--- config.mk ---
export PLATFORM = sky130hd
export DESIGN_NAME = ddr_burst_arbiter
export DESIGN_NICKNAME = d
export VERILOG_FILES = /design/src/rtl/ddr_burst_arbiter_pkg.sv /design/src/rtl/ddr_frame_addr_gen.sv /design/src/rtl/ddr_burst_arbiter.sv
export SDC_FILE = /design/constraint.sdc
export NUM_CORES = 1
export LEC_CHECK = 0
export CAP_MARGIN = 20
export CORE_UTILIZATION = 59
export CTS_BUF_LIST = sky130_fd_sc_hd__clkbuf_4 sky130_fd_sc_hd__clkbuf_8
export DETAILED_ROUTE_END_ITERATION = 8
export GPL_TIMING_DRIVEN = 1
export PLACE_DENSITY = 0.83
export SLEW_MARGIN = 20
export SYNTH_ARGS = -nofsm -noshare
export SYNTH_HDL_FRONTEND = slang
export SYNTH_HIERARCHICAL = 1
export SYNTH_SLANG_ARGS = --single-unit
--- constraint.sdc ---
create_clock -name mem_clk -period 6.8 [get_ports mem_clk]
set_input_delay 2.04 -clock mem_clk [delete_from_list [all_inputs] [get_ports mem_clk]]
set_output_delay 2.04 -clock mem_clk [all_outputs]
set_load 0.02 [all_outputs]
--- src/rtl/ddr_burst_arbiter_pkg.sv ---
// Shared types and default frame geometry for the DDR burst arbiter and the
// FIFO top-level that wraps it.
package ddr_burst_arbiter_pkg;

    typedef enum logic [1:0] {
        ST_IDLE = 2'd0,
        ST_ARB  = 2'd1,
        ST_WR   = 2'd2,
        ST_RD   = 2'd3
    } arb_state_e;

    typedef enum logic {
        GRANT_READ  = 1'b0,
        GRANT_WRITE = 1'b1
    } grant_e;

    localparam int          DEF_BURST_LEN   = 128;
    localparam int          DEF_FRAME_WORDS = 192000;
    localparam logic [24:0] DEF_BANK_OFFSET = 25'h0400000;

endpackage

--- src/rtl/ddr_frame_addr_gen.sv ---
// Per-channel frame address generator: bank bit, offset counter with frame
// wrap, pending frame-start handling and current burst length.
module ddr_frame_addr_gen
    import ddr_burst_arbiter_pkg::*;
#(
    parameter int                    ADDR_WIDTH  = 25,
    parameter int                    LEN_WIDTH   = 10,
    parameter int                    BURST_LEN   = DEF_BURST_LEN,
    parameter int                    FRAME_WORDS = DEF_FRAME_WORDS,
    parameter logic [ADDR_WIDTH-1:0] BANK_OFFSET = DEF_BANK_OFFSET,
    parameter logic                  BANK_INIT   = 1'b0,
    parameter bit                    TOGGLE      = 1'b1
) (
    input  logic                  clk,
    input  logic                  rst_n,
    input  logic                  frame_start,
    input  logic                  apply,
    input  logic                  load_bank,
    input  logic                  advance,
    input  logic [LEN_WIDTH-1:0]  adv_len,
    output logic                  bank_eff_s,
    output logic [LEN_WIDTH-1:0]  cur_len_s,
    output logic [ADDR_WIDTH-1:0] addr_s
);

    localparam int SUM_W = ADDR_WIDTH + 1;

    logic                  bank_r;
    logic                  pending_r;
    logic [ADDR_WIDTH-1:0] offset_r;
    logic [ADDR_WIDTH-1:0] offset_eff_s;
    logic                  start_now_s;
    logic                  new_bank_s;
    logic [SUM_W-1:0]      remain_s;
    logic [SUM_W-1:0]      next_off_s;

    assign start_now_s = apply & pending_r;
    assign new_bank_s  = TOGGLE ? ~bank_r : load_bank;

    // Effective bank/offset with any pending start folded in, plus length and address.
    always_comb begin
        if (start_now_s) begin
            bank_eff_s   = new_bank_s;
            offset_eff_s = {ADDR_WIDTH{1'b0}};
        end else begin
            bank_eff_s   = bank_r;
            offset_eff_s = offset_r;
        end
        remain_s = SUM_W'(FRAME_WORDS) - {1'b0, offset_eff_s};
        if (remain_s < SUM_W'(BURST_LEN)) begin
            cur_len_s = remain_s[LEN_WIDTH-1:0];
        end else begin
            cur_len_s = LEN_WIDTH'(BURST_LEN);
        end
        next_off_s = {1'b0, offset_r} + SUM_W'(adv_len);
        addr_s     = (bank_eff_s ? BANK_OFFSET : {ADDR_WIDTH{1'b0}}) + offset_eff_s;
    end

    // Bank, offset and pending-start registers.
    always_ff @(posedge clk or negedge rst_n) begin
        if (!rst_n) begin
            bank_r    <= BANK_INIT;
            offset_r  <= {ADDR_WIDTH{1'b0}};
            pending_r <= 1'b0;
        end else begin
            // A start landing in the applying cycle stays pending for the next pass.
            pending_r <= frame_start | (pending_r & ~apply);
            if (start_now_s) begin
                bank_r   <= new_bank_s;
                offset_r <= {ADDR_WIDTH{1'b0}};
            end else if (advance) begin
                if (next_off_s >= SUM_W'(FRAME_WORDS)) begin
                    offset_r <= {ADDR_WIDTH{1'b0}};
                end else begin
                    offset_r <= next_off_s[ADDR_WIDTH-1:0];
                end
            end
        end
    end

endmodule

--- src/rtl/ddr_burst_arbiter.sv ---
// Round-robin initiator of DDR write/read bursts over a ping-pong frame
// buffer; flags beat-count mismatches as a sticky error.
module ddr_burst_arbiter
    import ddr_burst_arbiter_pkg::*;
#(
    parameter int                    ADDR_WIDTH    = 25,
    parameter int                    LEN_WIDTH     = 10,
    parameter int                    USEDW_WIDTH   = 11,
    parameter int                    BURST_LEN     = DEF_BURST_LEN,
    parameter int                    FRAME_WORDS   = DEF_FRAME_WORDS,
    parameter logic [ADDR_WIDTH-1:0] BANK_OFFSET   = DEF_BANK_OFFSET,
    parameter int                    RD_FIFO_DEPTH = 1024
) (
    input  logic                   mem_clk,
    input  logic                   rst_n,
    input  logic                   local_init_done,
    input  logic                   wr_frame_start,
    input  logic                   rd_frame_start,
    input  logic [USEDW_WIDTH-1:0] wr_fifo_usedw,
    input  logic [USEDW_WIDTH-1:0] rd_fifo_usedw,
    output logic                   wr_burst_req,
    output logic [LEN_WIDTH-1:0]   wr_burst_len,
    output logic [ADDR_WIDTH-1:0]  wr_burst_addr,
    input  logic                   wr_burst_data_req,
    input  logic                   wr_burst_finish,
    output logic                   rd_burst_req,
    output logic [LEN_WIDTH-1:0]   rd_burst_len,
    output logic [ADDR_WIDTH-1:0]  rd_burst_addr,
    input  logic                   rd_burst_data_valid,
    input  logic                   rd_burst_finish,
    output logic                   burst_err
);

    localparam int CMP_W = ((USEDW_WIDTH > LEN_WIDTH) ? USEDW_WIDTH : LEN_WIDTH) + 2;
    localparam int CNT_W = LEN_WIDTH + 1;

    arb_state_e            state_r;
    arb_state_e            state_nxt_s;
    grant_e                last_grant_r;
    logic                  arb_s;
    logic                  wr_bank_eff_s;
    logic                  rd_bank_eff_s;
    logic [LEN_WIDTH-1:0]  wr_cur_len_s;
    logic [LEN_WIDTH-1:0]  rd_cur_len_s;
    logic [ADDR_WIDTH-1:0] wr_addr_s;
    logic [ADDR_WIDTH-1:0] rd_addr_s;
    logic                  wr_elig_s;
    logic                  rd_elig_s;
    logic                  pick_wr_s;
    logic                  pick_rd_s;
    logic                  beat_inc_s;
    logic [CNT_W-1:0]      beat_cnt_r;
    logic [CNT_W-1:0]      beat_total_s;

    assign arb_s = (state_r == ST_ARB);

    ddr_frame_addr_gen #(
        .ADDR_WIDTH(ADDR_WIDTH), .LEN_WIDTH(LEN_WIDTH), .BURST_LEN(BURST_LEN),
        .FRAME_WORDS(FRAME_WORDS), .BANK_OFFSET(BANK_OFFSET),
        .BANK_INIT(1'b0), .TOGGLE(1'b1)
    ) u_wr_gen (
        .clk(mem_clk), .rst_n(rst_n), .frame_start(wr_frame_start), .apply(arb_s),
        .load_bank(1'b0), .advance((state_r == ST_WR) & wr_burst_finish),
        .adv_len(wr_burst_len), .bank_eff_s(wr_bank_eff_s),
        .cur_len_s(wr_cur_len_s), .addr_s(wr_addr_s)
    );

    // The reader follows the bank the writer has just left, after this cycle's update.
    ddr_frame_addr_gen #(
        .ADDR_WIDTH(ADDR_WIDTH), .LEN_WIDTH(LEN_WIDTH), .BURST_LEN(BURST_LEN),
        .FRAME_WORDS(FRAME_WORDS), .BANK_OFFSET(BANK_OFFSET),
        .BANK_INIT(1'b1), .TOGGLE(1'b0)
    ) u_rd_gen (
        .clk(mem_clk), .rst_n(rst_n), .frame_start(rd_frame_start), .apply(arb_s),
        .load_bank(~wr_bank_eff_s), .advance((state_r == ST_RD) & rd_burst_finish),
        .adv_len(rd_burst_len), .bank_eff_s(rd_bank_eff_s),
        .cur_len_s(rd_cur_len_s), .addr_s(rd_addr_s)
    );

    // Eligibility, round-robin pick, beat accounting and next state.
    always_comb begin
        wr_elig_s = CMP_W'(wr_fifo_usedw) >= CMP_W'(wr_cur_len_s);
        rd_elig_s = (CMP_W'(rd_fifo_usedw) + CMP_W'(rd_cur_len_s)) <= CMP_W'(RD_FIFO_DEPTH);
        pick_wr_s = wr_elig_s & (~rd_elig_s | (last_grant_r == GRANT_READ));
        pick_rd_s = rd_elig_s & ~pick_wr_s;
        if (state_r == ST_WR) begin
            beat_inc_s = wr_burst_data_req;
        end else if (state_r == ST_RD) begin
            beat_inc_s = rd_burst_data_valid;
        end else begin
            beat_inc_s = 1'b0;
        end
        beat_total_s = beat_cnt_r + CNT_W'(beat_inc_s);
        state_nxt_s  = state_r;
        case (state_r)
            ST_IDLE: begin
                if (local_init_done) state_nxt_s = ST_ARB;
                else                 state_nxt_s = ST_IDLE;
            end
            ST_ARB: begin
                if (!local_init_done) state_nxt_s = ST_IDLE;
                else if (pick_wr_s)   state_nxt_s = ST_WR;
                else if (pick_rd_s)   state_nxt_s = ST_RD;
                else                  state_nxt_s = ST_ARB;
            end
            ST_WR: begin
                if (wr_burst_finish) state_nxt_s = ST_ARB;
                else                 state_nxt_s = ST_WR;
            end
            ST_RD: begin
                if (rd_burst_finish) state_nxt_s = ST_ARB;
                else                 state_nxt_s = ST_RD;
            end
            default: state_nxt_s = ST_IDLE;
        endcase
    end

    // State, registered burst requests and the sticky beat-count error.
    always_ff @(posedge mem_clk or negedge rst_n) begin
        if (!rst_n) begin
            state_r       <= ST_IDLE;
            last_grant_r  <= GRANT_READ;
            beat_cnt_r    <= {CNT_W{1'b0}};
            wr_burst_req  <= 1'b0;
            wr_burst_len  <= {LEN_WIDTH{1'b0}};
            wr_burst_addr <= {ADDR_WIDTH{1'b0}};
            rd_burst_req  <= 1'b0;
            rd_burst_len  <= {LEN_WIDTH{1'b0}};
            rd_burst_addr <= {ADDR_WIDTH{1'b0}};
            burst_err     <= 1'b0;
        end else begin
            state_r <= state_nxt_s;
            case (state_r)
                ST_ARB: begin
                    beat_cnt_r <= {CNT_W{1'b0}};
                    if (state_nxt_s == ST_WR) begin
                        wr_burst_req  <= 1'b1;
                        wr_burst_len  <= wr_cur_len_s;
                        wr_burst_addr <= wr_addr_s;
                    end else if (state_nxt_s == ST_RD) begin
                        rd_burst_req  <= 1'b1;
                        rd_burst_len  <= rd_cur_len_s;
                        rd_burst_addr <= rd_addr_s;
                    end
                end
                ST_WR: begin
                    beat_cnt_r <= beat_total_s;
                    if (wr_burst_finish) begin
                        wr_burst_req <= 1'b0;
                        last_grant_r <= GRANT_WRITE;
                        if (beat_total_s != {1'b0, wr_burst_len}) burst_err <= 1'b1;
                    end
                end
                ST_RD: begin
                    beat_cnt_r <= beat_total_s;
                    if (rd_burst_finish) begin
                        rd_burst_req <= 1'b0;
                        last_grant_r <= GRANT_READ;
                        if (beat_total_s != {1'b0, rd_burst_len}) burst_err <= 1'b1;
                    end
                end
                default: beat_cnt_r <= {CNT_W{1'b0}};
            endcase
        end
    end

endmodule

==> results of run 1 <==
## state kept, by name, indices dropped and copies added, names as in the netlist, 2 cells and up
signal and count:
rd_burst_addr 25, wr_burst_len 10, wr_burst_addr 25, rd_burst_len 10, u_wr_gen/offset_r 25, beat_cnt_r 11, state_r 2, u_rd_gen/offset_r 25
## power by group through the flow
stage / clock network [uW] / logic [uW] / registers, uW
detailed placement: 0 / 946 / 1040
finish: 711 / 963 / 1030
global route: 749 / 1050 / 1040
global placement: 0 / 920 / 1040
CTS: 719 / 957 / 1030
floorplan: 0 / 615 / 1050
## per-stage QoR
step	total power (uW)	utilization, %	setup slack, ns
3_5_place_dp	1989	68.08	0.5556
3_3_place_gp	1960	67.91	0.5629
5_1_grt	2841	70.63	0.06259
2_1_floorplan	1662	-	0.9447
4_1_cts	2703	70.63	0.4880
6_report	2705	70.63	0.4490
## area by class of cell
type                    count  area share [%]
clock buffers              20           2.325
clock inverters            12           1.284
inverters                  50           1.661
multi-input cells         795           50.95
flip-flops and latches    141           31.23
well taps                 216           2.392
repair buffers            114           10.15
## metal layers
layer | vias to the layer above | wire length (um) | share of wire (%)
met2 | 311 | 11630 | 47
met5 | - | 0 | 0
met1 | 3921 | 10990 | 44
li1 | 3874 | - | -
met3 | 57 | 1609 | 6.5
met4 | 0 | 667 | 2.7
## placed cells by master, fill, tap and decap left out, types with 15 or more instances in the layout
| cell | n |
|---|---|
| dfrtp_1 | 140 |
| nand2_1 | 102 |
| clkdlybuf4s50_1 | 102 |
| nor2_1 | 75 |
| mux2_2 | 69 |
| and2_1 | 53 |
| inv_1 | 50 |
| ha_1 | 48 |
| o21ai_0 | 42 |
| a21oi_1 | 39 |
| xnor2_1 | 37 |
| nand3_1 | 36 |
| xor2_1 | 28 |
| a21o_1 | 22 |
| clkbuf_8 | 18 |
| nand4_1 | 17 |
| nor3_1 | 17 |
| nor2b_1 | 15 |
## worst max-delay path, stage by stage, from the launching register on
cell and delay (ns):
dfrtp_1 0.54, nor2b_1 0.27, buf_4 0.21, and2_1 0.44, o21ai_1 0.21, or3_1 0.42
or4_1 0.40, o21ai_0 0.09, o2111ai_1 0.12, a2111o_1 0.54, nor2_1 0.19, ha_1 0.24
fa_1 0.43, nor4_1 0.32, o2111ai_1 0.17, nor4_2 0.18, a41oi_2 0.26, o21ai_4 0.57
buf_16 0.25, mux2_2 0.36
## worst min-delay path by stage
stage               slack (ns)                   endpoint                       from  cells after the start
finish                    0.49  u_rd_gen/bank_r$_DFF_PN1_  u_rd_gen/bank_r$_DFF_PN1_                      2
global route              0.51   rd_burst_req$_DFFE_PN0P_   rd_burst_req$_DFFE_PN0P_                      1
CTS                       0.49  u_rd_gen/bank_r$_DFF_PN1_  u_rd_gen/bank_r$_DFF_PN1_                      2
detailed placement        0.47   rd_burst_req$_DFFE_PN0P_   rd_burst_req$_DFFE_PN0P_                      1
global placement          0.45      burst_err$_DFFE_PN0P_      burst_err$_DFFE_PN0P_                      1
floorplan                 0.45  u_rd_gen/bank_r$_DFF_PN1_  u_rd_gen/bank_r$_DFF_PN1_                      2
==> results.toml, run 1 <==
[setup_path]
worstPathRequired_ns = 7.15
startpoint_of_the_most_critical_setup_path = "state_r[1]$_DFF_PN0_"
critPathLaunchType = "register"
reg2reg_depth = 19
setup.worst_path.class = "reg2reg"
critical_path.reg2reg.startpoint = "state_r[1]$_DFF_PN0_"
worstPathMaxFanout = 22
critical_path.reg2reg.endpoint = "wr_burst_addr[11]$_DFFE_PN0P_"
timing.critical_path.arrival_ns = 6.70
endpoint_class_of_the_critical_path = "register"
critPathCapture = "wr_burst_addr[11]$_DFFE_PN0P_"
reg2reg_slack_ns = 0.45

[die]
floorplan.die.height_um = 130.7
initial_core_util_pct = 61.08
die-area_mm2 = 0.01708
floorplan.rows = 46
pin_count = 104
coreArea_mm2 = 0.01600
die_x_um = 130.7

[sta]
rsz0062_at_grt = "false"
hold_slack_ns = 0.4867
finalHoldViolCount = 0
transition_time_at_the_pin_with_the_least_slew_margin_ns = 1.047
timing.setup.tns_ns = 0
final.min_clock_period_ns = 6.351
final-setup-viol-count = 0
fin_worst_skew_ns = 0.01650
max_slew_margin_pct = 30.15
fmax_mhz = 157.5
report.final.slew_viol_count = 0
min_period_over_period_pct = 93.40

[pwr]
power.switching_uw = 1036
vdd_drop_max_v = 0.0001568
clockPowerShare_pct = 26.3
combinationalPowerShare_pct = 35.6
power_leakage_uw = 0.004989
p_int_uw = 1670
power_per_cell_area_mw_per_mm2 = 239.4
power_frac_seq_pct = 38.1
power_switching_share_pct = 38.28

[clock_tree]
ctsHtreeMaxLevel = 4
clock-sinks = 141
root_buffer_cell = "clkbuf_8"
tritoncts.num_buffers = 17
cts_buffer_depth = 2
worst_skew_late_latency_ns = 0.47
clkTransAtPathRegs_ns = 0.09
tritoncts = "done"
cts_hold_buffers = 0
post-cts-setup-buffers = 0
postCtsResizedCells = 0

[layout]
final_cell_count_no_fill = 1348
n_fill_cell = 1259
n_antenna_cell = 0
post_route_cells_drive_above_1_share_pct = 14.13
multi_input_combinational_cell_area_mm2 = 0.005758
seqCellArea_mm2 = 0.003530
finish.net_count = 1201
finish.instance_area_mm2 = 0.01130
layout-area-overhead-vs-synth_pct = 15.63

[routing]
first_pass_iters = 6
via_count = 8163
mean_number_of_vias_per_cell = 6.056
drtAntennaViolNets = 0
postRouteWirelength_mm = 24.90
drt-initial-drc-count = 658
avgRoutedWirePerCell_um = 18.47
drt_drc_violations_left = 0

[placed_design]
placed_cell_count = 1316
routabilityCongestion = 0.9106
hpwl_dp_mm = 18.31
place.port_buffers = 103
post_dp_cell_area_mm2 = 0.01089

[synthesis]
synth-warning-count = 6
post_synth_inst_count = 1036
netlist_area_mm2 = 0.009773
syn_avg_cell_area_um2 = 9.434

[global_route]
grt.met1_usage_pct = 40.25
antenna_found_initial = 0
grt_start_max_net_pins = 96
grt.overflow.total = 0
globalRouteMet3Util_pct = 5.904
first_global_vias = 7941
busiest_layer = "met2"
gr-usage-all-layers_pct = 30.58
wire_length_of_the_first_global_routing_pass_mm = 40.02
grt_use_met2_pct = 49.55

[outcome]
status = "finished, final reports clean"

[job]
number_of_max_cap_violations = 0

[hold_path]
worstHoldPathType = "reg2reg"
Power figures use the tool's default switching activity.
==> inputs of run 2 (changes only) <==
--- a/config.mk
+++ b/config.mk
@@ -11,6 +11,7 @@
 export DETAILED_ROUTE_END_ITERATION = 8
 export GPL_TIMING_DRIVEN = 1
 export PLACE_DENSITY = 0.83
+export REMOVE_ABC_BUFFERS = 1
 export SLEW_MARGIN = 20
 export SYNTH_ARGS = -nofsm -noshare
 export SYNTH_HDL_FRONTEND = slang
==> run 2 against run 1 <==
Register-to-register slack worse by 0.06 ns. Clock skew down 0.0039 ns. Worst hold slack worse by 0.018 ns. Count of clock-buffer cells in the layout unchanged. Final cell count down 0.15%. Flip-flop and latch count unchanged. Non-clock buffer count down 2. Critical endpoint is now wr_burst_len[0]$_DFFE_PN0P_. Largest power group unchanged. Highest routed layer unchanged.
==> results.toml, run 2 (synthesized netlist as in run 1, its figures left out) <==
[sta]
transition_time_at_the_pin_with_the_least_slew_margin_ns = 1.025
report.final.slew_viol_count = 0
timing.setup.tns_ns = 0
final.min_clock_period_ns = 6.408
rsz0062_at_grt = "false"
fin_worst_skew_ns = 0.01256
setup_slack_of_the_critical_path_after_layout_ns = 0.3915
final-setup-viol-count = 0
max_slew_margin_pct = 31.57
finalHoldViolCount = 0
fmax_mhz = 156.0
min_period_over_period_pct = 94.24

[die]
initial_core_util_pct = 61.08
die-area_mm2 = 0.01708
coreArea_mm2 = 0.01600
floorplan.rows = 46
die_x_um = 130.7
floorplan.die.height_um = 130.7
pin_count = 104

[layout]
finish.net_count = 1199
finish.instance_area_mm2 = 0.01130
mostFrequentLayoutCells = "dfrtp_1 (140), nand2_1 (102), clkdlybuf4s50_1 (102)"
multi_input_combinational_cell_area_mm2 = 0.005764
post_route_cells_drive_above_1_share_pct = 14.07
final_cell_count_no_fill = 1346
n_fill_cell = 1247
n_antenna_cell = 0
seqCellArea_mm2 = 0.003530
mostFrequentLayoutCell = "dfrtp_1"
layout-area-overhead-vs-synth_pct = 15.64

[clock_tree]
ctsHtreeMaxLevel = 4
post-cts-setup-buffers = 0
clkTransAtPathRegs_ns = 0.08
cts_hold_buffers = 0
postCtsResizedCells = 0
tritoncts.num_buffers = 17
cts_buffer_depth = 2
tritoncts = "done"
clock-sinks = 141
root_buffer_cell = "clkbuf_8"
worst_skew_late_latency_ns = 0.45

[pwr]
power_per_cell_area_mw_per_mm2 = 240.1
vdd_drop_max_v = 0.0001822
power_leakage_uw = 0.004988
p_total_uw = 2713

[setup_path]
crit_chain = "nor2b_1 > buf_4 > nand2_1 > nand2_1 > ha_1 > o21ai_1 > or3_1 > or4_1 > o21ai_0 > o2111ai_1 > a2111o_1 > nor2_1 > ha_1 > fa_1 > nor4_2 > o2111ai_1 > nor4_2 > a41oi_2 > o21ai_4 > buf_8 > mux2_2"
worst-path-buf-inv = 2
worstPathMaxFanout = 36
critPathLaunchType = "register"
timing.critical_path.arrival_ns = 6.74
reg2reg_depth = 21
crit_path_max_delay_family = "simple AND/OR/NAND/NOR gates"
setup.worst_path.class = "reg2reg"
critical-path-max-stage-delay_ns = 0.57
worst_path_max_delay_cell = "a2111o_1"
reg2reg_slack_ns = 0.39
worstPathRequired_ns = 7.13
critical_path.reg2reg.startpoint = "state_r[1]$_DFF_PN0_"
endpoint_class_of_the_critical_path = "register"
critical_path.reg2reg.endpoint = "wr_burst_len[0]$_DFFE_PN0P_"

[routing]
drt_drc_violations_left = 0
avgRoutedWirePerCell_um = 17.58
drt-initial-drc-count = 653
drtAntennaViolNets = 0
detailroute.wirelength.met3_mm = 1.432
postRouteWirelength_mm = 23.67
first_pass_iters = 6
met2_wirelength_mm = 10.95
top_layer_used = "met4"
via_count = 8144
detail_route.wirelength.met1_mm = 10.71
mean_number_of_vias_per_cell = 6.051

[outcome]
status = "finished, final reports clean"

[global_route]
gr-usage-all-layers_pct = 28.94
wire_length_of_the_first_global_routing_pass_mm = 38.36
grt.overflow.total = 0
antenna_found_initial = 0
first_global_vias = 7613
grt_start_max_net_pins = 95

[placed_design]
post_dp_cell_area_mm2 = 0.01085
placed_cell_count = 1314
routabilityCongestion = 0.9669
detailedPlace.worstSlack_ns = 0.2909
place.port_buffers = 103
hpwl_dp_mm = 17.02

[hold_path]
worstHoldPathType = "reg2reg"
worst_hold_path.num_cells = 1
hold-path-endpoint = "burst_err$_DFFE_PN0P_"
worst_min_delay_path_startpoint = "burst_err$_DFFE_PN0P_"

[job]
number_of_max_cap_violations = 0
-- run 2: routing by layer --
| metal | vias to the layer above | track usage (%) |
|---|---|---|
| met5 | - | 0 |
| met4 | 0 | 10.68 |
| met3 | 48 | 4.275 |
| met2 | 302 | 45.75 |
| met1 | 3939 | 40.48 |
| li1 | 3855 | - |
-- run 2: area by class of cell --
cell class                 instances  share of cell area, %
multi-input combinational        795                  51.00
sequential                       141                  31.23
timing repair buffer             112                  9.853
tap                              216                  2.391
clock buffer                      20                  2.380
inverter                          50                  1.661
clock inverter                    12                  1.483
-- run 2: worst max-delay path by stage --
| stage | cells after the start | slack [ns] | from | to |
|---|---|---|---|---|
| 2_1_floorplan | 19 | 0.78 | state_r[1]$_DFF_PN0_ | wr_burst_addr[0]$_DFFE_PN0P_ |
| 3_3_place_gp | 21 | 0.42 | state_r[1]$_DFF_PN0_ | wr_burst_len[0]$_DFFE_PN0P_ |
| 3_5_place_dp | 21 | 0.29 | state_r[1]$_DFF_PN0_ | wr_burst_len[0]$_DFFE_PN0P_ |
| 4_1_cts | 21 | 0.23 | state_r[1]$_DFF_PN0_ | wr_burst_len[0]$_DFFE_PN0P_ |
| 5_1_grt | 21 | 0.01 | state_r[1]$_DFF_PN0_ | rd_burst_addr[18]$_DFFE_PN0P_ |
| 6_report | 21 | 0.39 | state_r[1]$_DFF_PN0_ | wr_burst_len[0]$_DFFE_PN0P_ |
-- run 2: per-stage QoR --
step,utilization (%),hold WS [ns]
final,70.64,0.4687
after global routing,70.64,0.4898
after CTS,70.51,0.4724
after detailed placement,67.78,0.4549
after global placement,67.78,0.4500
after floorplan,-,0.4513
-- run 2: power breakdown --
group / internal [uW] / switching (uW) / total (uW) / leakage, uW
combinational: 366 / 578 / 943 / 0.00285
sequential: 918 / 106 / 1020 / 0.00192
clock: 420 / 326 / 746 / 0.000218
total: 1700 / 1010 / 2710 / 0.00499
